**config.mk**
```make
export PLATFORM = sky130hd
export DESIGN_NAME = bmm150_ctrl_flat
export DESIGN_NICKNAME = d
export VERILOG_FILES = /design/src/rtl/bmm150_pkg.sv /design/src/rtl/bmm150_ctrl_if.sv /design/src/rtl/bmm150_unpack.sv /design/src/rtl/bmm150_ctrl.sv /design/src/flat_wrapper.sv
export SDC_FILE = /design/constraint.sdc
export NUM_CORES = 1
export LEC_CHECK = 0
export CORE_MARGIN = 5
export CORE_UTILIZATION = 34
export DETAILED_ROUTE_END_ITERATION = 10
export HOLD_SLACK_MARGIN = 0.03
export PLACE_DENSITY = 0.63
export SKIP_CTS_REPAIR_TIMING = 1
export SYNTH_ARGS = -nofsm -noshare
export SYNTH_HDL_FRONTEND = slang
export SYNTH_SLANG_ARGS = --single-unit
```
**constraint.sdc**
```tcl
create_clock -name clk -period 5.9 [get_ports clk]
set_clock_uncertainty 0.2 [all_clocks]
set_input_delay 0.59 -clock clk [delete_from_list [all_inputs] [get_ports clk]]
set_output_delay 0.59 -clock clk [all_outputs]
set_load 0.01 [all_outputs]
```
**src/rtl/bmm150_pkg.sv**
```systemverilog
`default_nettype none
// ==== bmm150_pkg : register map, FSM encoding and sample record for the BMM150 sequencer == Rev 1.0 ====
package bmm150_pkg;

   localparam logic [6:0] REG_CHIP_ID    = 7'h40;
   localparam logic [6:0] REG_DATA_X_LSB = 7'h42;
   localparam logic [6:0] REG_PWR_CTRL   = 7'h4B;
   localparam logic [6:0] REG_OP_MODE    = 7'h4C;

   typedef logic [3:0] state_t;

   localparam state_t ST_OFF      = 4'd0;
   localparam state_t ST_PWR      = 4'd1;
   localparam state_t ST_WAIT_UP  = 4'd2;
   localparam state_t ST_RD_ID    = 4'd3;
   localparam state_t ST_SET_MODE = 4'd4;
   localparam state_t ST_SAMPLE   = 4'd5;
   localparam state_t ST_BURST    = 4'd6;
   localparam state_t ST_UNPACK   = 4'd7;
   localparam state_t ST_ERROR    = 4'd8;

   typedef struct packed {
      logic signed [12:0] x;
      logic signed [12:0] y;
      logic signed [14:0] z;
      logic        [13:0] rhall;
      logic               drdy;
   } mag_sample_t;

endpackage
`default_nettype wire

```
**src/rtl/bmm150_ctrl_if.sv**
```systemverilog
`default_nettype none
// ==== bmm150_ctrl_if : start/done handshake to the BMM150 SPI master ==== Rev 1.0 ====
interface bmm150_ctrl_if;
   logic        spi_enable;
   logic        spi_start;
   logic        spi_burst;
   logic        spi_rw;
   logic [6:0]  spi_addr;
   logic [7:0]  spi_wdata;
   logic [7:0]  spi_rdata;
   logic [63:0] spi_bdata;
   logic        spi_busy;
   logic        spi_done;

   modport master (
      output spi_enable, spi_start, spi_burst, spi_rw, spi_addr, spi_wdata,
      input  spi_rdata, spi_bdata, spi_busy, spi_done
   );

   modport slave (
      input  spi_enable, spi_start, spi_burst, spi_rw, spi_addr, spi_wdata,
      output spi_rdata, spi_bdata, spi_busy, spi_done
   );
endinterface
`default_nettype wire

```
**src/rtl/bmm150_unpack.sv**
```systemverilog
`default_nettype none
// ==== bmm150_unpack : splits a 0x42..0x49 burst into X/Y/Z/RHALL/DRDY ==== Rev 1.0 ====
module bmm150_unpack
   import bmm150_pkg::*;
(
   input  wire logic [63:0] bdata,
   output mag_sample_t      sample
);
   // Byte 0x42 sits in the top lane; the LSB registers carry the low bits left-justified.
   logic w_unused;

   always_comb begin
      sample.x     = {bdata[55:48], bdata[63:59]};
      sample.y     = {bdata[39:32], bdata[47:43]};
      sample.z     = {bdata[23:16], bdata[31:25]};
      sample.rhall = {bdata[7:0],   bdata[15:10]};
      sample.drdy  = bdata[8];
   end

   assign w_unused = ^{bdata[58:56], bdata[42:40], bdata[24], bdata[9]};
endmodule
`default_nettype wire

```
**src/rtl/bmm150_ctrl.sv**
```systemverilog
`default_nettype none
// ==== bmm150_ctrl : BMM150 power-up/config sequencer with periodic 8-byte burst reads ==== Rev 1.0 ====
module bmm150_ctrl
   import bmm150_pkg::*;
#(
   parameter int         CLK_HZ      = 50_000_000,
   parameter int         SAMPLE_HZ   = 10,
   parameter int         STARTUP_US  = 3000,
   parameter logic [7:0] CHIP_ID     = 8'h32,
   parameter int         TIMEOUT_CYC = 4096
) (
   input  wire logic          clk,
   input  wire logic          rst_n,
   input  wire logic          enable,
   bmm150_ctrl_if.master      spi,
   output logic signed [12:0] mag_x,
   output logic signed [12:0] mag_y,
   output logic signed [14:0] mag_z,
   output logic        [13:0] rhall,
   output logic               drdy,
   output logic               data_valid,
   output logic               init_done,
   output logic               err
);
   localparam logic [31:0] c_STARTUP_CYC = 32'((64'(STARTUP_US) * 64'(CLK_HZ)) / 64'd1_000_000);
   localparam logic [31:0] c_PERIOD_M1   = 32'(CLK_HZ / SAMPLE_HZ - 1);
   localparam int          c_TO_W        = $clog2(TIMEOUT_CYC + 1);
   localparam logic [c_TO_W-1:0] c_TO_MAX = c_TO_W'(TIMEOUT_CYC);

   state_t            r_state;
   logic              r_issued, r_start, r_burst, r_rw;
   logic [6:0]        r_addr;
   logic [7:0]        r_wdata;
   logic [31:0]       r_timer;
   logic [c_TO_W-1:0] r_to_cnt;
   logic [63:0]       r_bdata;
   mag_sample_t       r_sample, w_unpacked;
   logic              r_valid, r_init_done, r_err;
   logic              w_xfer, w_launch, w_done, w_timeout;
   logic              w_cmd_burst, w_cmd_rw;
   logic [6:0]        w_cmd_addr;
   logic [7:0]        w_cmd_wdata;
   logic [31:0]       w_timer_dec;

   bmm150_unpack u_unpack (.bdata(r_bdata), .sample(w_unpacked));

   always_comb begin
      w_xfer      = 1'b1;
      w_cmd_burst = 1'b0;
      w_cmd_rw    = 1'b0;
      w_cmd_addr  = '0;
      w_cmd_wdata = '0;
      case (r_state)
         ST_PWR:      begin w_cmd_addr = REG_PWR_CTRL; w_cmd_wdata = 8'h01; end
         ST_RD_ID:    begin w_cmd_addr = REG_CHIP_ID;  w_cmd_rw = 1'b1; end
         ST_SET_MODE: begin w_cmd_addr = REG_OP_MODE;  w_cmd_wdata = 8'h00; end
         ST_BURST:    begin w_cmd_addr = REG_DATA_X_LSB; w_cmd_rw = 1'b1; w_cmd_burst = 1'b1; end
         default:     w_xfer = 1'b0;
      endcase
   end

   // Launch needs the master fully idle, which also enforces the one-cycle gap after done.
   assign w_launch    = w_xfer && !r_issued && !spi.spi_busy && !spi.spi_done;
   assign w_done      = w_xfer && r_issued && spi.spi_done;
   assign w_timeout   = w_xfer && r_issued && !spi.spi_done && (r_to_cnt == c_TO_MAX);
   assign w_timer_dec = (r_timer == 32'd0) ? 32'd0 : r_timer - 32'd1;

   always_ff @(posedge clk) begin
      if (!rst_n) begin
         r_state     <= ST_OFF;
         r_issued    <= 1'b0;
         r_start     <= 1'b0;
         r_burst     <= 1'b0;
         r_rw        <= 1'b0;
         r_addr      <= '0;
         r_wdata     <= '0;
         r_timer     <= '0;
         r_to_cnt    <= '0;
         r_bdata     <= '0;
         r_sample    <= '0;
         r_valid     <= 1'b0;
         r_init_done <= 1'b0;
         r_err       <= 1'b0;
      end else if (!enable) begin
         // Sample registers deliberately keep their last values.
         r_state     <= ST_OFF;
         r_issued    <= 1'b0;
         r_start     <= 1'b0;
         r_burst     <= 1'b0;
         r_rw        <= 1'b0;
         r_addr      <= '0;
         r_wdata     <= '0;
         r_timer     <= '0;
         r_to_cnt    <= '0;
         r_valid     <= 1'b0;
         r_init_done <= 1'b0;
         r_err       <= 1'b0;
      end else begin
         r_start <= 1'b0;
         r_valid <= 1'b0;
         if (w_launch) begin
            r_start  <= 1'b1;
            r_issued <= 1'b1;
            r_to_cnt <= '0;
            r_burst  <= w_cmd_burst;
            r_rw     <= w_cmd_rw;
            r_addr   <= w_cmd_addr;
            r_wdata  <= w_cmd_wdata;
         end else if (r_issued) begin
            r_to_cnt <= r_to_cnt + 1'b1;
         end
         if (w_done) r_issued <= 1'b0;

         case (r_state)
            ST_OFF: r_state <= ST_PWR;
            ST_PWR: if (w_done) begin
               r_state <= ST_WAIT_UP;
               r_timer <= c_STARTUP_CYC;
            end
            ST_WAIT_UP: begin
               if (r_timer == 32'd0) r_state <= ST_RD_ID;
               else                  r_timer <= w_timer_dec;
            end
            ST_RD_ID: if (w_done) begin
               if (spi.spi_rdata == CHIP_ID) begin
                  r_state <= ST_SET_MODE;
               end else begin
                  r_state <= ST_ERROR;
                  r_err   <= 1'b1;
               end
            end
            ST_SET_MODE: if (w_done) begin
               r_state     <= ST_SAMPLE;
               r_init_done <= 1'b1;
               r_timer     <= '0;
            end
            ST_SAMPLE: begin
               if (r_timer == 32'd0) begin
                  r_state <= ST_BURST;
                  r_timer <= c_PERIOD_M1;
               end else begin
                  r_timer <= w_timer_dec;
               end
            end
            // The sample timer keeps running here so the burst period stays exact.
            ST_BURST: begin
               r_timer <= w_timer_dec;
               if (w_done) begin
                  r_state <= ST_UNPACK;
                  r_bdata <= spi.spi_bdata;
               end
            end
            ST_UNPACK: begin
               r_timer  <= w_timer_dec;
               r_sample <= w_unpacked;
               r_valid  <= 1'b1;
               r_state  <= ST_SAMPLE;
            end
            default: r_state <= ST_ERROR;
         endcase

         if (w_timeout) begin
            r_state     <= ST_ERROR;
            r_err       <= 1'b1;
            r_init_done <= 1'b0;
            r_issued    <= 1'b0;
         end
      end
   end

   assign spi.spi_enable = enable;
   assign spi.spi_start  = r_start;
   assign spi.spi_burst  = r_burst;
   assign spi.spi_rw     = r_rw;
   assign spi.spi_addr   = r_addr;
   assign spi.spi_wdata  = r_wdata;

   assign mag_x      = r_sample.x;
   assign mag_y      = r_sample.y;
   assign mag_z      = r_sample.z;
   assign rhall      = r_sample.rhall;
   assign drdy       = r_sample.drdy;
   assign data_valid = r_valid;
   assign init_done  = r_init_done;
   assign err        = r_err;
endmodule
`default_nettype wire

```
**src/flat_wrapper.sv**
```systemverilog
// flat-port wrapper written by rule: the top's interface ports become plain ports
module bmm150_ctrl_flat import bmm150_pkg::*;
#(
   parameter int         CLK_HZ      = 50_000_000,
   parameter int         SAMPLE_HZ   = 10,
   parameter int         STARTUP_US  = 3000,
   parameter logic [7:0] CHIP_ID     = 8'h32,
   parameter int         TIMEOUT_CYC = 4096
)
  (clk, rst_n, enable, mag_x, mag_y, mag_z, rhall, drdy, data_valid, init_done, err, spi_spi_enable, spi_spi_start, spi_spi_burst, spi_spi_rw, spi_spi_addr, spi_spi_wdata, spi_spi_rdata, spi_spi_bdata, spi_spi_busy, spi_spi_done);
  bmm150_ctrl_if spi_i ();
  input  wire logic clk;
  input  wire logic rst_n;
  input  wire logic enable;
  output logic signed [12:0] mag_x;
  output logic signed [12:0] mag_y;
  output logic signed [14:0] mag_z;
  output logic        [13:0] rhall;
  output logic drdy;
  output logic data_valid;
  output logic init_done;
  output logic err;
  output wire logic [$bits(spi_i.spi_enable)-1:0] spi_spi_enable;
  output wire logic [$bits(spi_i.spi_start)-1:0] spi_spi_start;
  output wire logic [$bits(spi_i.spi_burst)-1:0] spi_spi_burst;
  output wire logic [$bits(spi_i.spi_rw)-1:0] spi_spi_rw;
  output wire logic [$bits(spi_i.spi_addr)-1:0] spi_spi_addr;
  output wire logic [$bits(spi_i.spi_wdata)-1:0] spi_spi_wdata;
  input wire logic [$bits(spi_i.spi_rdata)-1:0] spi_spi_rdata;
  input wire logic [$bits(spi_i.spi_bdata)-1:0] spi_spi_bdata;
  input wire logic [$bits(spi_i.spi_busy)-1:0] spi_spi_busy;
  input wire logic [$bits(spi_i.spi_done)-1:0] spi_spi_done;
  assign spi_spi_enable = spi_i.spi_enable;
  assign spi_spi_start = spi_i.spi_start;
  assign spi_spi_burst = spi_i.spi_burst;
  assign spi_spi_rw = spi_i.spi_rw;
  assign spi_spi_addr = spi_i.spi_addr;
  assign spi_spi_wdata = spi_i.spi_wdata;
  assign spi_i.spi_rdata = spi_spi_rdata;
  assign spi_i.spi_bdata = spi_spi_bdata;
  assign spi_i.spi_busy = spi_spi_busy;
  assign spi_i.spi_done = spi_spi_done;
  bmm150_ctrl #(.CLK_HZ(CLK_HZ), .SAMPLE_HZ(SAMPLE_HZ), .STARTUP_US(STARTUP_US), .CHIP_ID(CHIP_ID), .TIMEOUT_CYC(TIMEOUT_CYC)) u_core (.clk(clk), .rst_n(rst_n), .enable(enable), .spi(spi_i), .mag_x(mag_x), .mag_y(mag_y), .mag_z(mag_z), .rhall(rhall), .drdy(drdy), .data_valid(data_valid), .init_done(init_done), .err(err));
endmodule
```
==> metrics.txt <==
status finished clean; initial antenna violation count 1; grt ovf 0; total CTS buffers 17; R2R Setup Slk 2.72 ns; input/output buffers 137; DIE HEIGHT 161 um; cell taking the most area after synthesis dfxtp_1; async set-or-reset flop fraction in the synthesized netlist 0; CP Capture Type flip-flop; worst path bufs/invs 1; Final HPWL DP 13.3 mm; leakage power 3.26 nW; DR WL met3 1.13 mm; number of fill cells 2216; Sum Neg Setup Slack 0 ns; crit start category primary input; Final period util 0.540; Core Area 22500 um^2; Max Fclk 0.314 GHz; post-synth top area share 0.450; wl on met1 9.25 mm; Critical Path AT 3.26 ns; Avg Cell Area, Syn 8.31 um^2; I/O pin cnt 155; largest cells by area after synthesis dfxtp_1 45%, nand2_1 13%, a21boi_0 11%, clkbuf_1 2.6%, nor2_1 2.2%; Critical Path Max Stage Delay 0.66 ns; slowest CP cell nor2_1; Worst EP required 5.97 ns; Overall Global Routing Usage 0.158; Seq. cell area 3480 um^2; Synth Instances 931; first-pass GRT wire length 33.9 mm; Cell variety after synth 70; wire length on met2 9.90 mm; hold_sp u_core.spi.spi_burst$_SDFFE_PN0P_; register area share after synthesis 0.450; Initial Utilization 0.344; P&R area growth vs syn 27.2%; layout cell share with drive strength beyond 1 0.0710; Multi-input gate area 3910 um^2; wirelength, routed 20.7 mm; DR iter-0 viols 368; Root Driver clkbuf_16; final core occ 0.437; Reg-to-Reg End u_core.r_timer[9]$_SDFFE_PN0P_; mapped cell area 7740 um^2; cells on worst reg2reg path 7; Ys Warns 0; cell with the most instances after synthesis nand2_1; CTS sink cnt 174; Synth top cells by count 264 x nand2_1, 174 x dfxtp_1, 112 x a21boi_0; ANT nets after route 0; Pwr per Cell Area 249 nW/um^2; fin crit period 3.19 ns; worst-path fanout max 27; DRT Pass-1 Iters 7; die area 25900 um^2; worst path cell trace clkdlybuf4s50_1 -> and2_1 -> a221o_1 -> nand2_1 -> nor2_1 -> o221ai_1; CTS tree built; CTS Buffer Depth 2; FF-to-FF Start u_core.r_timer[0]$_SDFFE_PN0P_; pin count of the biggest net entering global routing 114; DRC Markers 0; GP Congestion 0.836; HP Class flip-flop to flip-flop; Post-synth EDFFs 0; top cell family by delay on the critical path simple AND/OR/NAND/NOR gates; final hold viol count 0; H-tree Lvls 4; #FFs+latches synth 174; vias in the first global route 6577; highest metal used met4; fin nets 1109; RSZ-0062 raised after global routing false; die width 161 um; Cell Rows 55; WL/cell 15.6 um; Worst-Skew Late Latency 0.42 ns; Max-cap violations 0; Vias 6799; critical path class primary input to flip-flop; Max-slew headroom 0.350; Primary FF master, synth dfxtp_1; worst slew pin tran 0.967 ns; clk slew on worst S/H paths 0.07 ns; Peak VDD IR 0.173 mV; final-report setup violation count 0; hold depth 2; hold endpoint u_core.spi.spi_burst$_SDFFE_PN0P_; fin. max-slew vios 0; DR vias/cell 5.12
==> through the flow <==
| step | hold slack [ns] | setup WS [ns] | instance area (um^2) | std cells | total power, mW |
|---|---|---|---|---|---|
| after global placement | 0.246 | 2.36 | 9220 | 1295 | 1.31 |
| after CTS | 0.259 | 2.75 | 9840 | 1327 | 2.49 |
| after floorplan | 0.241 | 3.37 | 7770 | 939 | 1.25 |
| after detailed placement | 0.250 | 2.34 | 9220 | 1295 | 1.31 |
| final | 0.258 | 2.71 | 9840 | 1328 | 2.45 |
| after global routing | 0.277 | 2.58 | 9840 | 1328 | 2.56 |
==> flip-flops by register name, indices dropped and copies added (netlist names) <==
register,cells
u_core.data_valid,1
u_core.drdy,1
u_core.err,1
u_core.init_done,1
u_core.mag_x,13
u_core.mag_y,13
u_core.mag_z,15
u_core.r_bdata,56
u_core.r_issued,1
u_core.r_state,4
u_core.r_timer,32
u_core.r_to_cnt,13
u_core.rhall,14
u_core.spi.spi_addr,5
u_core.spi.spi_burst,1
u_core.spi.spi_rw,1
u_core.spi.spi_start,1
u_core.spi.spi_wdata,1
==> cells in the final DEF (no fill, tap or decap), types with 10 or more instances in the layout <==
cell	netlist	layout
clkbuf_16	0	17
dfxtp_1	174	174
clkdlybuf4s50_1	0	136
nand2_1	264	264
or4_1	17	17
a211oi_2	12	12
nand4_1	10	10
a21boi_0	112	112
o31ai_1	10	10
nor4_1	12	12
nor3_1	14	13
xor2_1	10	10
inv_1	10	10
nand3_1	10	10
o21ai_0	11	11
a21oi_1	21	21
nor2_1	46	45
==> how the worst max path moves through the flow <==
stage	to	startpoint	cells past startpoint	slack (ns)
after floorplan	u_core.r_timer[10]$_SDFFE_PN0P_	u_core.r_timer[0]$_SDFFE_PN0P_	8	3.37
after global placement	u_core.r_timer[12]$_SDFFE_PN0P_	spi_spi_done	6	2.36
after detailed placement	u_core.r_timer[12]$_SDFFE_PN0P_	spi_spi_done	6	2.34
after CTS	u_core.r_timer[10]$_SDFFE_PN0P_	spi_spi_done	6	2.75
after global routing	u_core.r_timer[9]$_SDFFE_PN0P_	u_core.r_timer[0]$_SDFFE_PN0P_	7	2.58
final	u_core.r_timer[31]$_SDFFE_PN0P_	spi_spi_done	6	2.71
==> layout make-up <==
type,instances,share of cell area
repair buffers,146,0.146
multi-input cells,679,0.397
inverters,11,0.00419
clock inverters,15,0.0194
well taps,285,0.0362
clock buffers,17,0.0432
flip-flops and latches,174,0.354
diodes,1,0.000254
==> tightest hold or removal path: cells and delay by family, from the launching register on <==
family / cells / cell delay [ns]
flops: 1 / 0.31
compound gates: 1 / 0.05
simple gates: 1 / 0.05
==> metal layers <==
| metal | up-vias | GRT usage |
|---|---|---|
| li1 | 3407 | - |
| met1 | 3172 | 0.201 |
| met2 | 194 | 0.262 |
| met3 | 26 | 0.0395 |
| met4 | 0 | 0.0589 |
| met5 | - | 0 |
==> logic make-up (layout without fill, tap and decap cells) <==
| family | after synthesis | after routing | synth area share |
|---|---|---|---|
| mux | 4 | 4 | 0.00550 |
| flops | 174 | 174 | 0.450 |
| xor+xnor | 14 | 14 | 0.0158 |
| simple gates | 423 | 423 | 0.254 |
| buf+inv | 86 | 189 | 0.0508 |
| other cells | 1 | 10 | 0.000484 |
| compound gates | 226 | 226 | 0.219 |
| fa+ha+maj | 3 | 3 | 0.00485 |
==> power breakdown <==
part	internal, mW	switching (mW)
Clock	0.650	0.527
Sequential	1.17	0.00225
Combinational	0.0588	0.0419
(Power assumes the default switching activity.)
